## config.mk

```make
export PLATFORM = sky130hd
export DESIGN_NAME = fetch_unit
export DESIGN_NICKNAME = d
export VERILOG_FILES = /design/src/rtl/fetch_unit.sv
export SDC_FILE = /design/constraint.sdc
export NUM_CORES = 1
export LEC_CHECK = 0
export CAP_MARGIN = 15
export CORE_UTILIZATION = 50
export CTS_CLUSTER_SIZE = 20
export DETAILED_ROUTE_END_ITERATION = 12
export PLACE_DENSITY = 0.82
export SYNTH_ARGS = -nofsm -noshare
export SYNTH_HDL_FRONTEND = slang
export SYNTH_SLANG_ARGS = --single-unit
```

## constraint.sdc

```tcl
create_clock -name clk -period 6.6 [get_ports clk]
set_input_delay 1.65 -clock clk [delete_from_list [all_inputs] [get_ports clk]]
set_output_delay 1.65 -clock clk [all_outputs]
set_load 0.005 [all_outputs]
```

## src/rtl/fetch_unit.sv

```systemverilog
// fetch_unit: instruction fetch stage feeding decode.
//   Holds the PC, issues one request at a time to instruction memory over a
//   ready/valid handshake, and presents each fetched instruction with its PC
//   and PC+4. A one-entry skid buffer absorbs decode stalls. Redirects from
//   PCSrc/JumpPRT flush the output and discard any wrong-path response.
// Ports:
//   clk, rst                     clock, synchronous active-high reset
//   PCSrc, JumpPRT               redirect request / register-based target
//   PCE, ImmExt, ALUResult       redirect target operands
//   stall                        decode cannot accept a new instruction
//   imem_req, imem_addr          request valid / address
//   imem_ready                   memory accepts the request
//   imem_rvalid, imem_rdata      response pulse / instruction
//   instr_valid, instr           fetched instruction and its valid
//   pc_out, pc_plus4             PC of instr and its link value
module fetch_unit #(
  parameter logic [31:0] RESET_PC = 32'hBFC00000,
  parameter logic [31:0] NOP      = 32'h00000013
) (
  input  logic        clk,
  input  logic        rst,
  input  logic        PCSrc,
  input  logic        JumpPRT,
  input  logic [31:0] PCE,
  input  logic [31:0] ImmExt,
  input  logic [31:0] ALUResult,
  input  logic        stall,
  output logic        imem_req,
  output logic [31:0] imem_addr,
  input  logic        imem_ready,
  input  logic        imem_rvalid,
  input  logic [31:0] imem_rdata,
  output logic        instr_valid,
  output logic [31:0] instr,
  output logic [31:0] pc_out,
  output logic [31:0] pc_plus4
);

  typedef enum logic [1:0] {
    S_REQ,
    S_WAIT,
    S_FULL
  } state_t;

  state_t      state;
  logic [31:0] pc;
  logic [31:0] req_pc;
  logic [31:0] skid_instr;
  logic [31:0] skid_pc;
  logic        drop;
  logic [31:0] target;
  logic        handshake;

  assign target    = JumpPRT ? {ALUResult[31:1], 1'b0} : PCE + ImmExt;
  assign imem_req  = (state == S_REQ) && !PCSrc;
  assign imem_addr = pc;
  assign handshake = imem_req && imem_ready;
  assign pc_plus4  = pc_out + 32'd4;

  // The skid buffer holds a live entry exactly while in S_FULL, so leaving
  // S_FULL is what invalidates it.
  always_ff @(posedge clk) begin
    if (rst) begin
      state       <= S_REQ;
      pc          <= RESET_PC;
      req_pc      <= '0;
      drop        <= 1'b0;
      instr_valid <= 1'b0;
      instr       <= NOP;
      pc_out      <= '0;
      skid_instr  <= '0;
      skid_pc     <= '0;
    end else if (PCSrc) begin
      pc          <= target;
      instr_valid <= 1'b0;
      instr       <= NOP;
      case (state)
        S_WAIT: begin
          // A response in the same cycle is the wrong-path one: drop it now;
          // otherwise remember to drop it when it arrives.
          if (imem_rvalid) begin
            state <= S_REQ;
            drop  <= 1'b0;
          end else begin
            drop  <= 1'b1;
          end
        end
        default: state <= S_REQ;
      endcase
    end else begin
      case (state)
        S_REQ: begin
          if (handshake) begin
            req_pc <= pc;
            pc     <= pc + 32'd4;
            state  <= S_WAIT;
          end
          if (!stall) begin
            instr_valid <= 1'b0;
            instr       <= NOP;
          end
        end
        S_WAIT: begin
          if (imem_rvalid) begin
            state <= S_REQ;
            if (drop) begin
              drop <= 1'b0;
              if (!stall) begin
                instr_valid <= 1'b0;
                instr       <= NOP;
              end
            end else if (!instr_valid || !stall) begin
              instr       <= imem_rdata;
              pc_out      <= req_pc;
              instr_valid <= 1'b1;
            end else begin
              skid_instr <= imem_rdata;
              skid_pc    <= req_pc;
              state      <= S_FULL;
            end
          end else if (!stall) begin
            instr_valid <= 1'b0;
            instr       <= NOP;
          end
        end
        S_FULL: begin
          if (!stall) begin
            instr  <= skid_instr;
            pc_out <= skid_pc;
            state  <= S_REQ;
          end
        end
        default: state <= S_REQ;
      endcase
    end
  end

endmodule

```

Word level (Yosys, flattened, before mapping)
Index checks and enable logic that the tools add are counted.
Widths: inputs -> output; s select.
{"block": "totals", "mem_count": 0, "rom_bits": 0, "latch_bits": 0, "in_bits": 135, "reg_bits": 196, "output_inout_bits": 130, "ramBits": 0}
{"block": "classes", "magnitude_cmp": 0, "n_addsub": 3, "div": 0, "mul": 0, "n_shift": 0, "n_reduce_logical": 22, "bitwise": 3, "mux": 34, "n_eq_ne": 9}
{"op": "$mux 32", "count": 13}
{"op": "$pmux 32 s3", "count": 1}
{"op": "$add 32x3->32 const B", "count": 2}
{"op": "$pmux 32 s2", "count": 1}
{"op": "$add 32x32->32", "count": 1}
{"op": "$mux 2", "count": 8}
{"op": "$reduce_bool 2->1", "count": 5}
{"op": "$mux 1", "count": 9}
{"op": "$reduce_and 3->1", "count": 3}
{"op": "$ne 2x2->1 const B", "count": 4}
{"op": "$ne 3x3->1 const B", "count": 2}
{"op": "$pmux 2 s3", "count": 1}
{"op": "$reduce_and 2->1", "count": 3}
{"op": "$reduce_and 6->1", "count": 1}
{"op": "$reduce_and 5->1", "count": 1}
{"op": "$ne 4x4->1 const B", "count": 1}
{"op": "$logic_not 1->1", "count": 3}
{"op": "$not 1->1", "count": 3}
{"op": "$reduce_bool 3->1", "count": 1}
{"op": "$eq 2x1->1 const B", "count": 1}
{"op": "$eq 2x2->1 const B", "count": 1}
{"op": "$logic_and 1x1->1", "count": 2}
{"op": "$logic_not 2->1", "count": 1}
{"op": "$pmux 1 s2", "count": 1}
{"op": "other kinds (2)", "count": 2}

Depth between registers and ports, before layout
Gate-level depths: netlist of the first run.
{"block": "depth", "ltp_word": 7, "depth_mapped": 10, "depth_no_buf": 10}

Worst setup path after synthesis of the first run
Ideal clock, no wire load.
{"block": "synth_path", "path_kind": "in2out", "start": "in PCSrc", "end": "out imem_req", "slack_ps": 2431, "required_time_ps": 4950, "arrival_ps": 2519, "path_stages": 4, "cell_sequence": "clkbuf_1 -> clkbuf_1 -> clkbuf_1 -> nor2b_1"}
{"block": "synth_via", "elab_chain_len": 2}
{"element": "from (decl)", "line": "22", "text": "input logic PCSrc,"}
{"element": "$logic_not 1->1", "line": "55", "text": "assign imem_req = (state == S_REQ) && !PCSrc;"}
{"element": "$logic_and 1x1->1", "line": "55"}
{"element": "to (decl)", "line": "28", "text": "output logic imem_req,"}
No other way between the ends.

Worst setup path in the final report of the first run
{"block": "layout_path", "start": "reg pc_out[2]", "end": "out pc_plus4[30]"}
{"block": "layout_via", "elab_chain_len": 1}
{"element": "from (decl)", "line": "35", "text": "output logic [31:0] pc_out,"}
{"element": "from (signal assigned)", "line": "114", "text": "pc_out <= req_pc;"}
{"element": "from (signal assigned)", "line": "129", "text": "pc_out <= skid_pc;"}
{"element": "$add 32x3->32", "line": "58", "text": "assign pc_plus4 = pc_out + 32'd4;"}
{"element": "to (decl)", "line": "36", "text": "output logic [31:0] pc_plus4"}
No other way between the ends.

==> flow_summary.yaml, run 1 <==
run_status:
  status: "completed"
detailed_routing:
  wl_met2_microns: 13700
  vias_per_cell: 5.58
  m1WireLength_microns: 13100
  drc_errors: 0
  first_iter_violations: 854
  highest_layer: "met4"
  first_pass_iters: 5
  wl_microns: 29300
  ant_nets: 0
  via_count: 10200
  dr_wl_met3_microns: 1620
  wl_per_cell_microns: 16.0
timing:
  setup_viol: 0
  tightest_slew_ns: 1.11
  fin_ws_ns: 1.89
  slew_violations: 0
  period_needed_ns: 4.71
  max_slew_margin: 0.261
  period_share: 0.713
  skew_ns: 0.00811
  tns_ns: 0
  rsz0062_at_grt: "false"
  max_clock_freq_ghz: 0.212
  hold_viol: 0
critical_path:
  regToRegStartpoint: "state[1]"
  crit_type: "reg2out"
  cp-end-kind: "output port"
  crit_path_max_fanout: 6
  required_ns: 4.95
  rr_worst_depth: 10
  r2r-end: "instr[20]"
  cp-start-kind: "flop"
  r2r_slack_ns: 3.50
  critical_path_arrival_ns: 3.06
grt:
  antenna_found_initial: 2
  grt_pass1_vias: 9620
  grt_usage: 0.274
  grt_pass1_wl_microns: 48000
  grt_overflow: 0
  grt_max_degree: 110
min_path:
  whs_endpoint: "skid_pc[17]"
  min_from: "skid_pc[17]"
  hp-class: "reg2reg"
  min_path_cells: 2
floorplan:
  fp.dieW_microns: 146
  initial_core_util: 0.512
  fp.dieH_microns: 146
  design.die.area_sq_um: 21500
  core_area_sq_um: 20400
  ios: 265
  std_cell_rows: 52
placed_design:
  dp_hpwl_microns: 21000
  place_ws_ns: 1.79
  dp_cells: 1796
  io_buffer_count: 263
  gp_congestion: 0.905
logic_synthesis:
  syn_nets: 1512
  muxShareOfSynthArea: 0.0440
  yosysWarnings: 0
  syn_avg_cell_area_sq_um: 7.80
  synth_compound_area_frac: 0.219
  synth_ff_type: "dfxtp_1"
  netlist_area_sq_um: 10400
  synth_fa_ha_area_frac: 0.0475
  synth_cell_types: 62
  netlist_instances: 1338
  synthArstFlopShare: 0
  seq_area_frac_synth: 0.376
  ys_ff_latch: 196
  synth_xor_area_frac: 0.0646
  synth_edf_count: 0
  synth-simple-area-share: 0.213
  synth_top_family_by_area: "compound AO/OA/AOI/OAI gates"
clock_network:
  cts_buffer_depth: 2
  cts_sinks: 196
  numCtsBuffers: 17
  h-tree-depth: 4
  cts-root-buf: "clkbuf_16"
  cts_tree: "built"
  clk_pin_slew_worst_paths_ns: 0.07
  cts_resized: 0
  cts_setup_buffers: 0
  cts_hold_buf: 0
  clk_latency_ns: 0.43
layout:
  instances_no_fill: 1829
  fin_nets: 1719
  area_delta_synth_final_pct: 31.8
  drive_above_1_share: 0.0424
power_and_ir_drop:
  power_leakage_uw: 0.00480
  vdd_drop_max_v: 0.000137
  power_per_cell_area_nw_per_um2: 205
job:
  cap_violations: 0
## layout make-up
cell class                 instances  area [sq um]
inverter                          12          45.0
clock buffer                      22           464
fill                            1696          6610
antenna                            2          5.00
multi-input combinational       1046          6180
clock inverter                     9           104
sequential                       196          3920
tap                              270           338
timing repair buffer             272          2690
## state kept, by name, indices dropped and copies added (netlist names)
| register | flops |
|---|---|
| state | 2 |
| req_pc | 32 |
| instr_valid | 1 |
| skid_pc | 32 |
| pc_out | 32 |
| instr | 32 |
| skid_instr | 32 |
| imem_addr | 32 |
| drop | 1 |
## logic make-up (layout without fill, tap and decap cells)
kind of cell    count (synthesis)  count (layout)
mux                            45              45
compound gates                358             358
other cells                     0               2
xor+xnor                       77              77
simple gates                  527             527
fa+ha+maj                      39              39
buf+inv                        96             315
flops                         196             196
## where the power goes
group	internal, uW	switching, uW	total (uW)	leakage [uW]
Sequential	1220	53.0	1280	0.00159
Clock	575	435	1010	0.000276
Combinational	274	262	535	0.00293
## worst max-delay path by stage
| stage | start | endpoint | slack, ns |
|---|---|---|---|
| 3_3_place_gp | PCE[0] | imem_addr[30] | 1.88 |
| 5_1_grt | pc_out[8] | pc_plus4[31] | 1.64 |
| 3_5_place_dp | PCE[0] | imem_addr[30] | 1.79 |
| 2_1_floorplan | PCSrc | imem_req | 2.43 |
| 6_report | pc_out[2] | pc_plus4[30] | 1.89 |
| 4_1_cts | pc_out[2] | pc_plus4[30] | 1.83 |
## cells in the mapped netlist (6+ instances only)
master    count  area [sq um]
a311oi_1      6          52.6
o21bai_1      7          52.6
nand4_1      10          62.6
nand3_1      35           175
inv_1        11          41.3
mux2i_1      41           410
a211oi_1     47           353
nand2_1     270          1010
ha_1         38           475
a21o_1       20           150
xor2_1       23           201
o211ai_1     15           113
a31oi_1       6          37.5
a21oi_1     168           841
and4_1        6          52.6
dfxtp_1     196          3920
nand2b_1      7          43.8
nor3_1        8          40.0
xnor2_1      54           473
o21ai_0      25           125
and3_1       14          87.6
a22oi_1      34           255
nor2_1      151           567
clkbuf_1     79           297
## worst max-delay path, cell delays in order, from the launching register on
cell and delay (ns):
dfxtp_1 0.45, ha_1 0.23, nand3_1 0.23, nor3_1 0.30, nand4_1 0.25, nor2_1 0.33, nand3_1 0.14, xnor2_1 0.17
clkdlybuf4s50_1 0.53
## per-stage QoR
stage	total power [uW]	util	hold slack [ns]	area, sq um
after floorplan	1580	-	0.436	10400
after global placement	1820	0.647	0.441	13200
after detailed placement	1830	0.647	0.447	13200
after CTS	2830	0.675	0.455	13700
after global routing	2930	0.675	0.470	13800
final	2820	0.675	0.454	13800
## routing by layer
| metal | GRT usage | vias up |
|---|---|---|
| met5 | 0 | - |
| met4 | 0.0974 | 0 |
| met3 | 0.0500 | 58 |
| met2 | 0.449 | 345 |
| met1 | 0.361 | 4706 |
| li1 | - | 5088 |
## placed cells by master, fill, tap and decap left out, types with 14 or more instances in the layout
master	n
nand2_1	269
clkdlybuf4s50_1	261
dfxtp_1	196
a21oi_1	168
nor2_1	150
xnor2_1	54
a211oi_1	47
mux2i_1	41
ha_1	37
nand3_1	35
a22oi_1	34
o21ai_0	25
xor2_1	23
a21o_1	20
clkbuf_16	17
o211ai_1	15
and3_1	14
(Power assumes the default switching activity.)
==> run 2, diff against run 1 <==
- CORE_UTILIZATION: 50 -> 45
- PLACE_DENSITY: 0.82 -> 0.78
- clock period: 6.6 -> 4.05 ns (I/O delays scaled with it)
==> run 2 against run 1 <==
Hold slack got worse by 0.00052 ns. Setup slack worse by 1.8 ns. Die area grew 11%. Critical path depth rose by 1. Highest routed layer unchanged. Power up 66%. Routed wire length grew 0.55%. Clock skew rose by 0.0015 ns. Clock power is 68% higher. Global-route usage fell by 2.5 points.
==> flow_summary.yaml, run 2 (synthesis results as in run 1) <==
run_status:
  status: "completed"
detailed_routing:
  first_iter_violations: 769
  first_pass_iters: 5
  via_count: 10100
  drc_errors: 0
  wl_per_cell_microns: 15.8
  vias_per_cell: 5.44
  wl_microns: 29400
  ant_nets: 0
timing:
  slew_violations: 0
  tightest_slew_ns: 1.03
  max_slew_margin: 0.314
  rsz0062_at_grt: "true"
  setup_viol: 0
  max_clock_freq_ghz: 0.254
  skew_ns: 0.00965
  period_needed_ns: 3.93
  period_share: 0.970
  fin_ws_ns: 0.120
  hold_viol: 0
power_and_ir_drop:
  power_per_cell_area_nw_per_um2: 334
  switching_share: 0.276
  power_leakage_uw: 0.00490
  vdd_drop_max_v: 0.000259
  p_switching_uw: 1290
  p_comb_frac: 0.191
  power_uw: 4670
  p_seq_frac: 0.445
  pwr-share-clk: 0.364
  p_int_uw: 3380
layout:
  final_util: 0.615
  area_delta_synth_final_pct: 33.8
  drive_above_1_share: 0.0584
  layout_common_cells: "nand2_1, clkdlybuf4s50_1, dfxtp_1"
  layout_commonest_cell: "nand2_1"
  nFillCells: 1976
  fin_nets: 1736
  instances_no_fill: 1862
clock_network:
  h-tree-depth: 4
  clk_latency_ns: 0.43
  cts_tree: "built"
  clk_pin_slew_worst_paths_ns: 0.07
  cts_sinks: 196
  cts_buffer_depth: 2
  cts_hold_buf: 0
  numCtsBuffers: 17
  cts-root-buf: "clkbuf_16"
critical_path:
  crit_type: "reg2out"
  slowest_stage: "clkdlybuf4s50_1"
  crit_path_frequent_cell: "and3_1"
  cp-start-kind: "flop"
  path_cells: "and3_1 -> and3_1 -> nand2_1 -> nor2_2 -> and4_1 -> and4_2 -> nand4_1 -> xnor2_1 -> clkdlybuf4s50_1"
  required_ns: 3.04
  critPathMaxStageDelay_ns: 0.51
  cp-end-kind: "output port"
  crit_path_max_fanout: 6
  critical_path_arrival_ns: 2.92
floorplan:
  initial_core_util: 0.460
  design.die.area_sq_um: 23800
  fp.dieW_microns: 154
  fp.dieH_microns: 154
  std_cell_rows: 55
  ios: 265
  core_area_sq_um: 22700
placed_design:
  place_ws_ns: 0.0243
  dp_cells: 1827
  dp_hpwl_microns: 21200
  gp_congestion: 0.883
  io_buffer_count: 263
job:
  cap_violations: 0
grt:
  grt_pass1_wl_microns: 48400
  grt_pass1_vias: 9606
  grt_max_degree: 68
  grt_overflow: 0
  antenna_found_initial: 2
  grt_usage: 0.250
min_path:
  hp-class: "reg2reg"
## run 2: cell count changes in the layout (fill, tap and decap cells not counted), moves of 2 or more
cell,delta
buf_4,+15
inv_6,+4
clkbuf_1,-3
buf_12,+2
clkbuf_8,-2
clkinv_2,-2
clkinv_4,+2
inv_8,+2
nor2_1,-2
## run 2: power groups by stage
stage	Combinational, uW	Clock, uW	Sequential (uW)
2_1_floorplan	475	0	2100
3_3_place_gp	871	0	2120
3_5_place_dp	883	0	2120
4_1_cts	889	1730	2080
5_1_grt	978	1800	2090
6_report	892	1700	2080
## run 2: layout make-up
cell class                 count  area, sq um  share of cell area
inverter                      12         45.0             0.00322
clock inverter                15          169              0.0121
clock buffer                  17          425              0.0305
timing repair buffer         289         2850               0.204
sequential                   196         3930               0.281
tap                          285          357              0.0255
antenna                        2         5.00            0.000358
multi-input combinational   1046         6200               0.444
## run 2: routing by layer
layer / vias up / routed length, microns / part of all wire / global-route usage
met4: 0 / 601 / 0.020 / 0.0830
met5: - / 0 / 0 / 0
met3: 43 / 1920 / 0.065 / 0.0496
met2: 344 / 13800 / 0.47 / 0.412
li1: 5137 / - / - / -
met1: 4606 / 13100 / 0.45 / 0.326
## run 2: what timing repair did
item | CTS | global route
setup buffers | 0 | 1
pin swaps | 0 | 1
setup endpoints to repair | 10 | 11
gates resized for setup | 1 | 5
## run 2: path summary, 6_finish.rpt
kind          startpoint             to  slack (ns)  cells past startpoint
max            pc_out[8]   pc_plus4[31]        0.12                      9
min          skid_pc[30]    skid_pc[30]        0.45                      2
min reg2reg  skid_pc[30]    skid_pc[30]        0.45                      2
max reg2reg     state[1]  skid_instr[2]        1.45                      8
## run 2: critical path: cells and delay by family (launching register included)
kind,cells,cell delay [ns]
AND/OR/NAND/NOR,7,1.40
buffers and inverters,1,0.51
flip-flops,1,0.43
XOR/XNOR,1,0.15
## run 2: per-stage QoR
stage,hold WS (ns),cell area [sq um],setup TNS [ns]
2_1_floorplan,0.436,10400,0
3_3_place_gp,0.441,13300,0
3_5_place_dp,0.446,13300,0
4_1_cts,0.456,13900,-0.225
5_1_grt,0.476,14000,-0.206
6_report,0.453,14000,0
